`src/rtl/aes_pkg.sv`:
```
// Shared AES types and GF(2^8) helpers used by the MixColumns datapath.
package aes_pkg;

  typedef logic [0:127] state_t;
  typedef logic [0:31]  word_t;

  // Reduction term of the AES field polynomial x^8+x^4+x^3+x+1
  localparam logic [7:0] AES_POLY = 8'h1b;

  typedef enum logic [1:0] {
    IDLE = 2'd0,
    CALC = 2'd1,
    DONE = 2'd2
  } mc_state_e;

  // Multiply by 02 in GF(2^8)
  function automatic logic [7:0] xtime(input logic [7:0] b);
    return {b[6:0], 1'b0} ^ (b[7] ? AES_POLY : 8'h00);
  endfunction

  // Multiply by 03 in GF(2^8)
  function automatic logic [7:0] gf_mul3(input logic [7:0] b);
    return xtime(b) ^ b;
  endfunction

endpackage

```
`src/rtl/mix_column_word.sv`:
```
// Forward MixColumns for one 32-bit column (row 0 in the top byte).
module mix_column_word
  import aes_pkg::*;
(
  input  word_t i_col,
  output word_t o_col
);

  logic [7:0] w_b0, w_b1, w_b2, w_b3;

  assign w_b0 = i_col[0:7];
  assign w_b1 = i_col[8:15];
  assign w_b2 = i_col[16:23];
  assign w_b3 = i_col[24:31];

  // Circulant matrix rows {02 03 01 01} rotated right once per row
  assign o_col[0:7]   = xtime(w_b0)   ^ gf_mul3(w_b1) ^ w_b2          ^ w_b3;
  assign o_col[8:15]  = w_b0          ^ xtime(w_b1)   ^ gf_mul3(w_b2) ^ w_b3;
  assign o_col[16:23] = w_b0          ^ w_b1          ^ xtime(w_b2)   ^ gf_mul3(w_b3);
  assign o_col[24:31] = gf_mul3(w_b0) ^ w_b1          ^ w_b2          ^ xtime(w_b3);

endmodule

```
`src/rtl/mix_columns_seq.sv`:
```
// Iterative AES MixColumns: one column per clock through a single shared
// column multiplier, valid/ready on both sides, bypass for the final round.
module mix_columns_seq
  import aes_pkg::*;
#(
  parameter int NCOLS = 4
) (
  input  logic         clk,
  input  logic         rst_n,
  input  logic         in_valid,
  output logic         in_ready,
  input  logic [0:127] in_data,
  input  logic         in_bypass,
  output logic         out_valid,
  input  logic         out_ready,
  output logic [0:127] out_data
);

  generate
    if (NCOLS != 4) begin : g_bad_ncols
      $error("mix_columns_seq: NCOLS must be 4 for AES");
    end
  endgenerate

  mc_state_e r_state;
  mc_state_e w_state_nxt;
  logic [1:0] r_col;
  state_t     r_work;
  word_t      w_col_in;
  word_t      w_col_out;
  logic       w_accept;

  assign w_accept = in_valid && in_ready;

  // Gather column r_col (bytes col, col+4, col+8, col+12) from the working state
  always_comb begin
    w_col_in = '0;
    for (int r = 0; r < 4; r++) begin
      w_col_in[8*r +: 8] = r_work[8*(4*r + int'(r_col)) +: 8];
    end
  end

  mix_column_word u_mix (
    .i_col (w_col_in),
    .o_col (w_col_out)
  );

  // Working register and column counter: load on accept, rewrite one column per CALC cycle
  always_ff @(posedge clk or negedge rst_n) begin
    if (!rst_n) begin
      r_work <= '0;
      r_col  <= 2'd0;
    end else if (w_accept) begin
      r_work <= in_data;
      r_col  <= 2'd0;
    end else if (r_state == CALC) begin
      for (int r = 0; r < 4; r++) begin
        r_work[8*(4*r + int'(r_col)) +: 8] <= w_col_out[8*r +: 8];
      end
      r_col <= r_col + 2'd1;
    end
  end

  // State register
  always_ff @(posedge clk or negedge rst_n) begin
    if (!rst_n) r_state <= IDLE;
    else        r_state <= w_state_nxt;
  end

  // Next state; a DONE block handed off while a new one arrives reloads without a bubble
  always_comb begin
    w_state_nxt = r_state;
    case (r_state)
      IDLE: begin
        if (w_accept) w_state_nxt = in_bypass ? DONE : CALC;
      end
      CALC: begin
        if (r_col == 2'd3) w_state_nxt = DONE;
      end
      DONE: begin
        if (out_ready) begin
          if (w_accept) w_state_nxt = in_bypass ? DONE : CALC;
          else          w_state_nxt = IDLE;
        end
      end
      default: w_state_nxt = IDLE;
    endcase
  end

  // Outputs decoded from state; the working register stays hidden until DONE
  always_comb begin
    in_ready  = (r_state == IDLE) || ((r_state == DONE) && out_ready);
    out_valid = (r_state == DONE);
    out_data  = (r_state == DONE) ? r_work : '0;
  end

endmodule

```
`config.mk`:
```
export PLATFORM = sky130hd
export DESIGN_NAME = mix_columns_seq
export DESIGN_NICKNAME = d
export VERILOG_FILES = /design/src/rtl/aes_pkg.sv /design/src/rtl/mix_column_word.sv /design/src/rtl/mix_columns_seq.sv
export SDC_FILE = /design/constraint.sdc
export NUM_CORES = 1
export LEC_CHECK = 0
export ABC_CLOCK_PERIOD_IN_PS = 7950
export BUFFER_PORTS_ARGS = -buffer_cell sky130_fd_sc_hd__buf_4
export CELL_PAD_IN_SITES_DETAIL_PLACEMENT = 0
export CELL_PAD_IN_SITES_GLOBAL_PLACEMENT = 2
export CORE_MARGIN = 4
export CORE_UTILIZATION = 36
export CTS_CLUSTER_SIZE = 28
export DETAILED_ROUTE_END_ITERATION = 8
export GPL_TIMING_DRIVEN = 0
export PLACE_DENSITY = 0.92
export SETUP_SLACK_MARGIN = 0.02
export SLEW_MARGIN = 40
export SYNTH_ARGS = -nofsm -noshare
export SYNTH_HDL_FRONTEND = slang
export SYNTH_HIERARCHICAL = 1
export SYNTH_SLANG_ARGS = --single-unit
```
`constraint.sdc`:
```
create_clock -name clk -period 7.95 [get_ports clk]
set_clock_uncertainty 0.2 [all_clocks]
set_input_delay 0.795 -clock clk [delete_from_list [all_inputs] [get_ports clk]]
set_output_delay 0.795 -clock clk [all_outputs]
set_load 0.01 [all_outputs]
```
Word level (Yosys, flattened, before mapping) --
Cells that the tools add are included. W data, S select, Z words.
Cells by class: add/sub/neg operators 8, equal/unequal tests 6, shifts and indexed selects 12, multiplexer cells 19, bitwise gates (word level) 24, reduce and logical (&&, ||, !) cells 6
Operators by type and width (number):
- $shift A129 B33 Y128 const A | 4
- $shiftx A128 B32 Y129 | 4
- $shiftx A129 B33 Y128 | 4
- $bwmux W128 | 4
- $mux W128 | 3
- $xor A8 B8 Y8 | 19
- $neg A32 Y33 | 4
- $not A8 Y32 | 2
- $not A5 Y32 | 1
- $not A7 Y32 | 1
- $mux W5 | 4
- $mux W2 | 7
- $add A4 B2 Y5 const A | 2
- $xor A8 B5 Y8 | 1
- $pmux W2 S3 | 1
- $add A3 B2 Y4 const A | 1
- $eq A2 B2 Y1 const B | 2
- $ne A2 B1 Y1 const B | 2
- $reduce_and A3 Y1 | 1
- $add A2 B1 Y2 const B | 1
- $eq A2 B1 Y1 const B | 1
- $logic_and A1 B1 Y1 | 2
- $logic_not A2 Y1 | 1
- $ne A2 B2 Y1 const B | 1
- 2 further kinds | 2
Word-level totals: register bits after elaboration 132, input bits 133

Longest topological paths before layout --
Gate-level depths: netlist of the first run.
depth after elaboration 16, gate-level depth with buffers 10, depth with buffers taken out 6

Hierarchy --
Netlist of the first run, hierarchy kept.
By module, submodules not included:
- mix_columns_seq | times used 1, cells an instance 905, area an instance 8951.1 µm²
- mix_column_word | times used 1, cells an instance 82, area an instance 1282.5 µm²

Worst setup path after synthesis of the first run --
No wires, ideal clock.
path type reg2reg, start point register r_col[0], end point register r_work[89], setup time 126 ps, arrival 2755 ps, required time 7624 ps, setup slack 4869 ps, cell stages (with the launch flop) 10, path buffers 3, path through dfrtp_1 buf_2 buf_4 mux4_2 buf_4 xnor3_1 xnor3_1 nand2b_1 nor4_1 a221o_1
Between the ends: elaborated cells between the ends (all ways) 53
RTL lines:
- start, declared | RTL line mix_columns_seq.sv:27 | logic [1:0] r_col;
- start signal, assigned | RTL line mix_columns_seq.sv:60 | r_col <= r_col + 2'd1;
- $add A3 B2 Y4 | RTL line mix_columns_seq.sv:39 | w_col_in[8*r +: 8] = r_work[8*(4*r + int'(r_col)) +: 8];
- $not A7 Y32 (implied by the code) | RTL line mix_columns_seq.sv:39
- $shiftx A128 B32 Y129 | RTL line mix_columns_seq.sv:39
- via w_col_in[23] | RTL line mix_columns_seq.sv:29 | word_t w_col_in;
- $mux W5 | RTL line aes_pkg.sv:18 | return {b[6:0], 1'b0} ^ (b[7] ? AES_POLY : 8'h00);
- $xor A8 B5 Y8 | RTL line aes_pkg.sv:18
- $xor A8 B8 Y8 (3 in a row) | RTL line mix_column_word.sv:18 | assign o_col[8:15] = w_b0 ^ xtime(w_b1) ^ gf_mul3(w_b2) ^ w_b3;
- via w_col_out[17] | RTL line mix_columns_seq.sv:30 | word_t w_col_out;
- $shiftx A129 B33 Y128 | RTL line mix_columns_seq.sv:58 | r_work[8*(4*r + int'(r_col)) +: 8] <= w_col_out[8*r +: 8];
- $bwmux W128 (3 in a row) | RTL line mix_columns_seq.sv:58
- $mux W128 | RTL line mix_columns_seq.sv:56 | end else if (r_state == CALC) begin
- $mux W128 | RTL line mix_columns_seq.sv:53 | end else if (w_accept) begin
- end signal, assigned | RTL line mix_columns_seq.sv:54 | r_work <= in_data;
- end signal, assigned by index | RTL line mix_columns_seq.sv:58
- end, declared | RTL line mix_columns_seq.sv:28 | state_t r_work;
The timed path passes the listed nets, and every way through them passes these cells. The select of a mux whose other input is x is not followed. A chain may end at the register's enable or synchronous reset.

Worst setup path after layout of the first run --
start point register r_state[0], end point output out_data[85] in the netlist's numbering
Between the ends: word-level cells in the longest chain between the ends 2
Ends and longest elaborated chain:
- start, declared | RTL line mix_columns_seq.sv:25 | mc_state_e r_state;
- start signal, assigned | RTL line mix_columns_seq.sv:67 | else r_state <= w_state_nxt;
- $eq A2 B2 Y1 | RTL line mix_columns_seq.sv:94 | out_data = (r_state == DONE) ? r_work : '0;
- $mux W128 | RTL line mix_columns_seq.sv:94
- end, declared | RTL line mix_columns_seq.sv:16 | output logic [0:127] out_data
No other way between the ends.

==> key figures, run 1 <==
Place
  – # port buffers: 262
  – Cells after DPL: 1629
  – GP Congestion: 0.936
  – Hpwl dp: 37.3 mm
  – Area after DPL: 0.0127 mm²

Finish
  – NumNets Final: 1407
  – Fin area: 0.0134 mm²
  – Final Non-Filler Cells: 1662
  – Fill cells: 2743
  – Register Area: 0.00330 mm²
  – Share of post-route cells with drive strength above 1: 34.9%
  – Area Overhead vs Synth: 30.5%
  – Fin util: 47.8%
  – Area taken by multi-input logic gates: 0.00617 mm²

Synth
  – Synth Register Bits: 132
  – Synth cell count leaders: and3_1, dfrtp_1, a31oi_1, nand3_1, o211ai_1
  – Synth unique cells: 41
  – Top cell type's share of synthesized area: 32.3%
  – Post-Syn Area: 0.0102 mm²
  – Synth Net Count: 1124
  – Ys async rst share: 100%
  – Ys flop type: dfrtp_1
  – Seq/Total Area, Yosys: 32.3%
  – Yosys warns: 6
  – Most frequent cell after synthesis: and3_1
  – Avg Synthesized Cell Area: 10.4 µm²
  – Synth top area cells: dfrtp_1, and3_1, mux4_2, xnor3_1, o211ai_1
  – Synth area leader: dfrtp_1
  – EDFF count, synth: 0
  – Synth Instances: 987

Clock network
  – Clock sinks: 132
  – Cts bufs inserted: 17
  – Clock Pin Slew Worst Setup and Hold Paths: 0.07 ns
  – # H-tree levels: 4
  – PostCTS Resize Cnt: 0
  – Clk_lat worst skew: 0.43 ns
  – CTS tree: yes
  – CTS Hold Bufs: 0
  – CTS Root Cell: clkbuf_16
  – Post-CTS Setup Bufs: 0
  – Clock tree buffer depth: 2

Critical path
  – CP Launch Type: register
  – Reg2reg setup slack: 4.18 ns
  – Critical path's most frequent cell: clkbuf_1
  – WS Path Type: reg -> out
  – Crit path cell chain: buf_6, inv_1, clkbuf_1, clkbuf_1, and3_1, buf_4
  – Slowest-stage cell, CP: clkbuf_1
  – Required @ worst endpoint: 6.95 ns
  – CP Max Fanout: 10
  – CP peak stage delay: 0.63 ns
  – Top cell family by delay on the critical path: buffers and inverters
  – WP data arrival: 2.97 ns
  – CP Capture Type: output port
  – Bufs and invs on worst path: 5

Die
  – Die Y: 177 µm
  – CORE AREA: 0.0279 mm²
  – Initial core utilization: 36.6%
  – Die width: 177 µm
  – # IOs: 263
  – Die Area: 0.0312 mm²
  – Row count: 61

Timing
  – Slew @ Worst Pin: 0.932 ns
  – Slew HR: 37.8%
  – Fin crit share: 49.9%
  – Hold Violations, Final: 0
  – Setup TNS: 0 ns
  – Post-route minimum period: 3.97 ns
  – Fin. max-slew vios: 0
  – Max Clk Rate: 252 MHz
  – Setup violators final: 0
  – RSZ-0062 raised after global routing: no

Drt
  – Via count: 10600
  – Final antenna-violating net count: 0
  – Iter 0 DRT Violations: 1315
  – Wire length on met1: 19.4 mm
  – Vias per cell: 6.35
  – DRC violation count after routing: 0
  – DRT Wirelength: 49.0 mm
  – Top layer in use: met4
  – Wire per inst: 29.5 µm
  – Routed wl met2: 21.8 mm
  – Metal3 WL: 5.68 mm
  – 1st-pass router iterations: 5

Outcome
  – Status: finished clean

GRT
  – Overall routing resource usage: 30.8%
  – Initial antenna violation count: 1
  – Vias in the first global route: 10700
  – First-pass GRT wire length: 70.6 mm
  – Grt ovf: 0
  – Largest net degree at the start of global routing: 69

Min path
  – Hold Crit Class: in -> async

Flow run
  – Max Cap Viol: 0
[sequential cells by signal, indices dropped and copies added (netlist names)]
signal   count
r_work     128
r_col        2
r_state      2
[final timing paths]
kind | startpoint | end | depth (start not counted)
worst max-delay path | r_state[0] | out_data[85] | 6
worst min-delay path | rst_n | r_work[104] | 2
worst max register to register | r_col[0] | r_work[89] | 9
worst min register to register | r_work[17] | r_work[17] | 1
max in group asynchronous | rst_n | r_work[52] | 3
min in group clk | r_work[17] | r_work[17] | 1
[through the flow]
stage / setup slack (ns) / hold slack [ns]
3_5_place_dp: 4.25 / 0.322
5_1_grt: 3.93 / 0.153
3_3_place_gp: 4.25 / 0.310
6_report: 3.98 / 0.115
2_1_floorplan: 4.87 / 0.290
4_1_cts: 4.05 / 0.139
[layout make-up]
class / count / area share [%]
multi-input cells: 706 / 46.2
flip-flops and latches: 132 / 24.7
repair buffers: 264 / 15.2
plain buffers: 144 / 5.58
well taps: 378 / 3.54
clock buffers: 19 / 3.39
clock inverters: 12 / 1.16
inverters: 5 / 0.141
diodes: 2 / 0.0375
[layout by cell type (no fill, tap or decap), types with 6 or more instances in the layout]
| cell type | synthesis | routed |
|---|---|---|
| nand2b_1 | 7 | 7 |
| mux4_2 | 32 | 32 |
| clkbuf_16 | 0 | 17 |
| clkbuf_1 | 61 | 56 |
| a211oi_1 | 65 | 65 |
| xnor2_1 | 19 | 19 |
| xor3_1 | 8 | 8 |
| xor2_1 | 15 | 15 |
| buf_4 | 11 | 272 |
| buf_6 | 11 | 11 |
| xnor3_1 | 30 | 30 |
| dfrtp_1 | 132 | 132 |
| buf_2 | 59 | 59 |
| a31oi_1 | 85 | 85 |
| a211oi_2 | 20 | 20 |
| o211ai_1 | 85 | 85 |
| nand3_1 | 85 | 85 |
| clkbuf_2 | 1 | 6 |
| and3_1 | 168 | 168 |
| a221o_1 | 43 | 43 |
[metal layers]
metal,vias to the layer above,GRT usage [%]
li1,4505,-
met1,5141,41.8
met2,788,46.1
met3,125,8.39
met4,0,13.7
met5,-,0
[cells by family (layout without fill, tap and decap cells)]
group                      count (synthesis)  in the layout  synth area share (%)
AOI/OAI and AO/OA                        309            309                  23.7
xor gates and xnor gates                  77             77                  12.3
adders and majority gates                  4              4                 0.489
buffers and inverters                    149            444                  7.41
DFF                                      132            132                  32.3
muxes                                     37             37                  7.69
other                                      0              2                     0
and+or+nand+nor                          279            279                  16.2
Power of run 1 is left out: the tool's default activity adds up to more than one toggle a clock period on the data nets, which glitch-free logic cannot reach.
==> inputs of run 2 (changes only) <==
--- a/config.mk
+++ b/config.mk
@@ -5,16 +5,16 @@
 export SDC_FILE = /design/constraint.sdc
 export NUM_CORES = 1
 export LEC_CHECK = 0
-export ABC_CLOCK_PERIOD_IN_PS = 7950
+export ABC_CLOCK_PERIOD_IN_PS = 3650
 export BUFFER_PORTS_ARGS = -buffer_cell sky130_fd_sc_hd__buf_4
 export CELL_PAD_IN_SITES_DETAIL_PLACEMENT = 0
 export CELL_PAD_IN_SITES_GLOBAL_PLACEMENT = 2
 export CORE_MARGIN = 4
-export CORE_UTILIZATION = 36
+export CORE_UTILIZATION = 30
 export CTS_CLUSTER_SIZE = 28
 export DETAILED_ROUTE_END_ITERATION = 8
 export GPL_TIMING_DRIVEN = 0
-export PLACE_DENSITY = 0.92
+export PLACE_DENSITY = 0.83
 export SETUP_SLACK_MARGIN = 0.02
 export SLEW_MARGIN = 40
 export SYNTH_ARGS = -nofsm -noshare
==> constraint.sdc (replaced) <==
create_clock -name clk -period 3.65 [get_ports clk]
set_clock_uncertainty 0.2 [all_clocks]
set_input_delay 0.365 -clock clk [delete_from_list [all_inputs] [get_ports clk]]
set_output_delay 0.365 -clock clk [all_outputs]
set_load 0.01 [all_outputs]
==> run 2 against run 1 <==
- via count is 0.27% higher
- routed wire length is 5.7% higher
- design area grew 1.3%
- global-route usage decreased by 3.7 points
- worst setup slack worse by 3.9 ns
- register-to-register slack worse by 4.1 ns
- worst hold slack got worse by 0.11 ns
==> key figures, run 2 (synthesis results as in run 1) <==
Outcome
  – Status: finished clean

Drt
  – Iter 0 DRT Violations: 1322
  – Final antenna-violating net count: 0
  – Vias per cell: 6.10
  – Via count: 10600
  – DRC violation count after routing: 0
  – DRT Wirelength: 51.9 mm
  – Wire per inst: 29.9 µm
  – 1st-pass router iterations: 8

Critical path
  – Reg2Reg Launch Point: r_col[0]
  – Critical R2R Capture: r_work[69]
  – WP data arrival: 3.74 ns
  – WS Path Type: reg -> reg
  – Top cell family by delay on the critical path: XOR/XNOR gates
  – CP Max Fanout: 10
  – Bufs and invs on worst path: 2
  – CP Capture Type: register
  – Slowest-stage cell, CP: mux4_2
  – Reg2reg setup slack: 0.06 ns
  – CP peak stage delay: 0.63 ns
  – Worst setup path startpoint: r_col[0]
  – Required @ worst endpoint: 3.81 ns
  – CP Launch Type: register
  – Crit path cell chain: buf_4, buf_4, mux4_2, xnor2_1, xor2_1, o211ai_1, a31oi_1
  – Critical path's most frequent cell: buf_4
  – FF-to-FF path depth: 7

Die
  – Die Area: 0.0371 mm²
  – Row count: 67
  – # IOs: 263
  – Die Y: 193 µm
  – Initial core utilization: 30.4%
  – CORE AREA: 0.0336 mm²
  – Die width: 193 µm

Finish
  – Area Overhead vs Synth: 32.2%
  – Fin util: 40.3%
  – Fin area: 0.0135 mm²
  – N_diodes: 0
  – Most common cell after layout, fill and taps aside: buf_4
  – Share of post-route cells with drive strength above 1: 34.9%
  – Final Non-Filler Cells: 1736
  – Commonest cells after routing, fill and taps aside: buf_4, and3_1, dfrtp_1
  – Largest registers: r_work (128), r_col (2), r_state (2)
  – NumNets Final: 1412
  – Top reg by flops: r_work
  – Max FFs per register: 128

Clock network
  – Clock Pin Slew Worst Setup and Hold Paths: 0.07 ns
  – # H-tree levels: 4
  – Clk_lat worst skew: 0.44 ns
  – Clock tree buffer depth: 2
  – Post-CTS Setup Bufs: 0
  – Cts bufs inserted: 17
  – Clock sinks: 132
  – CTS Root Cell: clkbuf_16
  – CTS tree: yes

Min path
  – Hold depth: 3
  – Hold Crit Class: in -> reg
  – Worst Hold End: r_work[32]
  – Hold path startpoint: in_data[95]

GRT
  – First-pass GRT wire length: 73.3 mm
  – Gr busiest metal: met2
  – Grt met3 use: 5.73%
  – Vias in the first global route: 10700
  – Met1 GRT Util: 37.3%
  – Met2 capacity usage during global routing: 43.2%
  – Initial antenna violation count: 1
  – Grt ovf: 0
  – Largest net degree at the start of global routing: 72
  – Overall routing resource usage: 27.1%

Timing
  – Fin. max-slew vios: 0
  – Slew HR: 35.8%
  – RSZ-0062 raised after global routing: yes
  – Hold Violations, Final: 0
  – Setup violators final: 0
  – Max Clk Rate: 279 MHz
  – Slew @ Worst Pin: 0.963 ns
  – Post-route minimum period: 3.59 ns
  – Fin crit share: 98.2%
  – Final WS setup: 0.0647 ns

Place
  – # port buffers: 262
  – Cells after DPL: 1698
  – Post-Place Worst Slack: -0.0722 ns
  – Hpwl dp: 39.7 mm
  – Area after DPL: 0.0128 mm²
  – GP Congestion: 0.968

Flow run
  – Max Cap Viol: 0
## run 2: changes by cell type in the layout (fill, tap and decap cells not counted), moves of 2 or more
cell           before  now
dlygate4sd3_1       0    6
clkbuf_1           56   59
xnor2_1            19   16
xnor2_2             3    6
clkbuf_8            2    4
clkinv_4            3    1
diode_2             2    0
## run 2: worst max path at each step
| stage | to | slack, ns | cells after the start |
|---|---|---|---|
| 2_1_floorplan | r_work[89] | 0.57 | 9 |
| 3_3_place_gp | r_work[127] | -0.05 | 8 |
| 3_5_place_dp | r_work[127] | -0.07 | 8 |
| 4_1_cts | r_work[69] | 0.11 | 7 |
| 5_1_grt | r_work[69] | -0.05 | 7 |
| 6_report | r_work[69] | 0.06 | 7 |
## run 2: tightest hold or removal path, cell delays in order
cell     delay (ns)
buf_4          0.11
nand3_1        0.06
a31oi_1        0.07
## run 2: layout make-up
class / instances / area, µm²
Fill cell: 3414 / 20100
Multi-Input combinational cell: 706 / 6200
Sequential cell: 132 / 3300
Timing Repair Buffer: 269 / 2060
Buffer: 144 / 748
Tap cell: 448 / 561
Clock buffer: 24 / 492
Clock inverter: 8 / 146
Inverter: 5 / 18.8
## run 2: metrics by stage
| step | TNS [ns] | hold slack (ns) |
|---|---|---|
| 6_report | 0 | 0.00668 |
| 3_5_place_dp | -0.0889 | 0.142 |
| 2_1_floorplan | 0 | -0.131 |
| 4_1_cts | 0 | 0.00726 |
| 3_3_place_gp | -0.116 | 0.309 |
| 5_1_grt | -0.0552 | 0.0125 |
## run 2: per-layer routing
layer,part of all wire [%],wire (µm)
met5,0,0
met4,2.9,1490
met3,11,5490
met2,46,23800
met1,41,21000
## run 2: repair_timing
| item | in CTS | in global routing |
|---|---|---|
| resized for setup | 4 | 3 |
| setup endpoints to repair | 9 | 5 |
| hold buffers | 6 | 0 |
| endpoints found under the hold margin | 66 | 0 |
| pin swaps | 0 | 0 |
Power of run 2 is left out for the same reason.
